**config.mk**
```make
export PLATFORM = sky130hd
export DESIGN_NAME = divider_arbiter
export DESIGN_NICKNAME = d
export VERILOG_FILES = /design/src/rtl/divider_arbiter.sv
export SDC_FILE = /design/constraint.sdc
export NUM_CORES = 1
export LEC_CHECK = 0
export CAP_MARGIN = 10
export CORE_UTILIZATION = 44
export CTS_CLUSTER_DIAMETER = 80
export DETAILED_ROUTE_END_ITERATION = 6
export GPL_TIMING_DRIVEN = 0
export PLACE_DENSITY = 0.81
export RECOVER_POWER = 25
export SYNTH_ARGS = -nofsm -noshare
export SYNTH_HDL_FRONTEND = slang
export SYNTH_SLANG_ARGS = --single-unit
```
**constraint.sdc**
```tcl
create_clock -name clk -period 5.4 [get_ports clk]
set_input_delay 0.54 -clock clk [delete_from_list [all_inputs] [get_ports clk]]
set_output_delay 0.54 -clock clk [all_outputs]
set_load 0.03 [all_outputs]
```
**src/rtl/divider_arbiter.sv**
```systemverilog
// Round-robin front end sharing one iterative 32-bit unsigned divider between two
// requesters: signed-operand handling, divide-by-zero bypass and a wait watchdog.
module divider_arbiter #(
  parameter int unsigned TIMEOUT = 80
) (
  input  logic        clk,
  input  logic        rst,
  input  logic [1:0]  req_valid,
  output logic [1:0]  req_ready,
  input  logic [63:0] req_a,
  input  logic [63:0] req_b,
  input  logic [1:0]  req_signed,
  output logic [1:0]  resp_valid,
  input  logic [1:0]  resp_ready,
  output logic [31:0] resp_quo,
  output logic [31:0] resp_rem,
  output logic        resp_dbz,
  output logic        resp_tmo,
  output logic [31:0] div_a,
  output logic [31:0] div_b,
  output logic        div_start,
  input  logic [31:0] div_quo,
  input  logic [31:0] div_rem,
  input  logic        div_finish
);

  localparam int WD_W = $clog2(TIMEOUT + 1);

  typedef enum logic [1:0] {IDLE, ISSUE, WAIT, RESP} state_t;

  state_t          state, state_next;
  logic            id;
  logic            rr_ptr;
  logic            neg_q, neg_r;
  logic [WD_W-1:0] wd;

  logic            grant_id;
  logic            accept;
  logic [31:0]     a_sel, b_sel;
  logic            sgn_sel;
  logic            finish_ok;
  logic            wd_expired;

  function automatic logic [31:0] magnitude(input logic [31:0] v, input logic s);
    return (s && v[31]) ? -v : v;
  endfunction

  // A lone requester wins outright; a tie goes to the round-robin pointer.
  assign grant_id = (req_valid == 2'b11) ? rr_ptr : req_valid[1];
  assign accept   = !rst && (state == IDLE) && (|req_valid);
  assign a_sel    = grant_id ? req_a[63:32] : req_a[31:0];
  assign b_sel    = grant_id ? req_b[63:32] : req_b[31:0];
  assign sgn_sel  = req_signed[grant_id];

  assign req_ready  = accept ? (grant_id ? 2'b10 : 2'b01) : 2'b00;
  assign resp_valid = (state == RESP) ? (id ? 2'b10 : 2'b01) : 2'b00;
  assign div_start  = rst | (state == ISSUE);

  // The first WAIT cycle may still see the previous operation's finish level.
  assign finish_ok  = div_finish && (wd != '0);
  assign wd_expired = (wd == WD_W'(TIMEOUT - 1));

  // NOTE: every output of a combinational block gets a default first so no
  // path through the case can leave it unassigned and infer a latch.
  always_comb begin
    state_next = state;
    case (state)
      IDLE:  if (accept) state_next = (b_sel == '0) ? RESP : ISSUE;
      ISSUE: state_next = WAIT;
      WAIT:  if (finish_ok || wd_expired) state_next = RESP;
      RESP:  if (resp_ready[id]) state_next = IDLE;
      default: state_next = IDLE;
    endcase
  end

  // NOTE: state registers use non-blocking assignments so every flop samples
  // the pre-edge values regardless of statement order.
  always_ff @(posedge clk or posedge rst) begin
    if (rst) begin
      state    <= IDLE;
      id       <= 1'b0;
      rr_ptr   <= 1'b0;
      neg_q    <= 1'b0;
      neg_r    <= 1'b0;
      wd       <= '0;
      div_a    <= '0;
      div_b    <= '0;
      resp_quo <= '0;
      resp_rem <= '0;
      resp_dbz <= 1'b0;
      resp_tmo <= 1'b0;
    end else begin
      state <= state_next;
      case (state)
        IDLE: begin
          if (accept) begin
            id     <= grant_id;
            rr_ptr <= ~grant_id;
            neg_q  <= sgn_sel & (a_sel[31] ^ b_sel[31]);
            neg_r  <= sgn_sel & a_sel[31];
            resp_tmo <= 1'b0;
            if (b_sel == '0) begin
              resp_quo <= 32'hFFFF_FFFF;
              resp_rem <= a_sel;
              resp_dbz <= 1'b1;
            end else begin
              div_a    <= magnitude(a_sel, sgn_sel);
              div_b    <= magnitude(b_sel, sgn_sel);
              resp_dbz <= 1'b0;
            end
          end
        end
        ISSUE: wd <= '0;
        WAIT: begin
          wd <= wd + 1'b1;
          if (finish_ok) begin
            resp_quo <= neg_q ? -div_quo : div_quo;
            resp_rem <= neg_r ? -div_rem : div_rem;
          end else if (wd_expired) begin
            resp_quo <= '0;
            resp_rem <= '0;
            resp_tmo <= 1'b1;
          end
        end
        default: ;
      endcase
    end
  end

endmodule

```
==> flow_metrics.tcl <==
set metrics [dict create \
    peakVddDrop_uv 291 \
    drive_above_1_share_pct 5.59 \
    syn_area_per_cell_um2 8.59 \
    cts_tree "done" \
    fp.dieH_um 154 \
    grtUsageTotal_pct 35.1 \
    grt_max_degree 41 \
    cap_violations 3 \
    yosysWarnings 0 \
    synth_cells 1186 \
    cp_data_arrival_time_ns 5.33 \
    synth-seq-cells 143 \
    r2r_cells 15 \
    nNetsFinal 1754 \
    gp_congestion 0.947 \
    post_cts_buffers 0 \
    die_x_um 154 \
    criticalPathCategory "input port to register" \
    drc 0 \
    hold-worst-slack_ns 0.483 \
    clock_sinks 143 \
    ys_types 73 \
    ant_nets 0 \
    worst_pin_slew_ns 2.22 \
    status "complete, but fails checks" \
    setup-tns-final_ns 0 \
    r2r-end "resp_rem[16]" \
    async_flop_share_pct 100 \
    finalCritPeriodShare_pct 92.9 \
    drt_iter0_drc 954 \
    final_util_pct 63.7 \
    antenna_found_initial 2 \
    fin_skew_ns 0.0136 \
    power.density_mw_per_mm2 485 \
    synth-main-ff-cell "dfrtp_1" \
    numCtsBuffers 17 \
    synth_top_area_cell "dfrtp_1" \
    violations "capacitance limit, slew limit" \
    synth_top_area_share_pct 35.1 \
    leakagePower_nw 5.69 \
    area_growth_syn_to_layout_pct 41.9 \
    vias_per_cell 6.10 \
    routed_wl_um 41900 \
    grt_setup_unrepaired "false" \
    place_ws_ns -0.561 \
    finalSetupViolations 0 \
    grt_overflow 0 \
    first_global_vias 11200 \
    max_slew_margin_pct -48.3 \
    portBuffers 335 \
    reg2reg_from "rr_ptr" \
    cts.htree.levels 4 \
    start_util_pct 44.9 \
    fmax_mhz 199 \
    vias 11200 \
    hold_path.class "register to register" \
    fin_crit_ns 5.01 \
    cts-root-buf "clkbuf_16" \
    cts.reportedPaths.clkPinSlew_ns 0.06 \
    hold_depth 2 \
    r2r_slack_ns 0.64 \
    syn-num-nets 1398 \
    hold_path_startpoint "div_b[24]" \
    syn-cell-area_mm2 0.0102 \
    grt_pass1_wl_um 63800 \
    critPathLaunchType "input port" \
    synth_edf_count 0 \
    endpoint_kind "register" \
    drtPass1Iterations 6 \
    dieArea_mm2 0.0238 \
    coreArea_mm2 0.0227 \
    synth_seq_area_share_pct 35.1 \
    slew_violations 109 \
    cp.required_ns 5.71 \
    synth_area_leaders "dfrtp_1, mux2i_1, xor2_1" \
    insertion_delay_ns 0.43 \
    power.total_w 0.00702 \
    cts.path.max_buffers 2 \
    ios 336 \
    wl_per_cell_um 22.7 \
    finalHoldViolCount 0 \
    row_count 55 \
    crit_fanout 10 \
    hpwl_um 33100 \
    setup_ws_ns 0.386 \
    hold_end "div_b[24]" \
]
## state kept, by name, summed over array words and instances, names as in the netlist
signal / flops
div_a: 32
state: 2
neg_r: 1
div_b: 32
rr_ptr: 1
resp_dbz: 1
resp_quo: 32
wd: 7
resp_rem: 32
id: 1
resp_tmo: 1
neg_q: 1
## cell type report
type	count	area, um2
diodes	1	2.50
plain buffers	75	399
flip-flops and latches	143	3580
repair buffers	338	3380
well taps	285	357
inverters	17	65.1
fillers	1970	8240
multi-input cells	950	6160
clock inverters	12	86.3
clock buffers	20	437
## worst max-delay path, stage by stage
cell             delay [ns]
clkdlybuf4s50_1        0.49
nor2b_1                0.17
clkbuf_1               0.24
nor2_4                 0.27
clkbuf_2               0.34
buf_2                  0.38
mux2i_1                0.29
ha_1                   0.31
nand4b_1               0.22
o32ai_1                0.43
nand4bb_1              0.36
o31ai_1                0.34
buf_2                  0.28
buf_2                  0.31
o221ai_1               0.20
o21a_1                 0.15
## placed cells by master (no fill, tap or decap), types with 11 or more instances in the layout
master / instances
clkdlybuf4s50_1: 334
dfrtp_1: 143
nand2_1: 136
nor2_1: 94
xor2_1: 76
mux2i_1: 70
o21ai_1: 70
a21oi_1: 52
xnor2_1: 44
o21a_1: 40
o21ai_0: 39
clkbuf_1: 38
o31ai_1: 34
o221ai_1: 31
a31oi_1: 31
buf_2: 29
nor3_1: 26
or3_1: 24
or4_1: 21
nand3_1: 17
clkbuf_16: 17
inv_1: 15
nor4_1: 14
o41ai_1: 13
o211ai_1: 12
ha_1: 11
## per-layer routing
layer  vias to the layer above  GRT usage [%]  share of wire, %
met2                       597           58.6                47
li1                       5083              -                 -
met1                      5426           43.3                40
met5                         -              0                 0
met4                         0           16.5               4.1
met3                       124           7.34               9.1
## through the flow
step                cell area (um2)  instances
finish                        14500       1841
global route                  14500       1841
CTS                           14500       1840
detailed placement            14000       1809
global placement              13900       1806
floorplan                     10200       1186
## worst max path at each step
stage	depth (start not counted)	slack, ns	startpoint	endpoint
finish	16	0.39	req_valid[0]	resp_rem[16]
global route	15	0.12	req_valid[1]	resp_rem[16]
floorplan	6	1.20	rst	div_a[10]
CTS	16	0.12	req_valid[0]	resp_rem[16]
global placement	5	-1.24	rst	req_ready[1]
detailed placement	16	-0.56	req_valid[1]	resp_rem[16]
## synth_stat cells, types with 4 or more instances
library cell    n
inv_1          16
o31ai_1        34
or2_1           5
o41ai_1        13
a21oi_1        52
or4_1          21
nor4b_1         4
buf_1           8
nor3_1         26
nor2b_1         6
o211ai_1       12
or3_1          24
or2_2           4
o21ai_1        70
mux2i_1        70
xnor2_1        44
nand2_1       136
o21ai_0        39
nand3_1        17
ha_1           11
o31a_1          4
a31oi_1        31
o21a_1         40
nand4_1         7
xor2_1         76
nand2b_1        7
o32ai_1         5
nor4_1         14
buf_2          28
o221ai_1       31
dfrtp_1       143
clkbuf_1       34
nor2_1         94
## report_power, final
part	switching (W)	internal, W	leakage (nW)
sequential	0.000278	0.00153	1.69
combinational	0.00248	0.00164	3.75
clock	0.000507	0.000590	0.251
total	0.00326	0.00376	5.69
## logic make-up (layout without fill, tap and decap cells)
group | after synthesis | count (layout) | synth area share, %
flip-flops | 143 | 143 | 35.1
adder cells (fa/ha/maj) | 11 | 11 | 1.35
XOR/XNOR | 120 | 120 | 10.3
other | 0 | 1 | 0
buffers and inverters | 93 | 462 | 4.55
AO/OA/AOI/OAI | 358 | 358 | 23.1
multiplexers | 71 | 71 | 6.98
AND/OR/NAND/NOR | 390 | 390 | 18.6
## repair_timing
item / in CTS / in global routing
gates resized for setup: 1 / 4
hold buffers: 0 / 0
endpoints found under the setup margin: 30 / 56
pin swaps: 0 / 0
(Power assumes the default switching activity.)
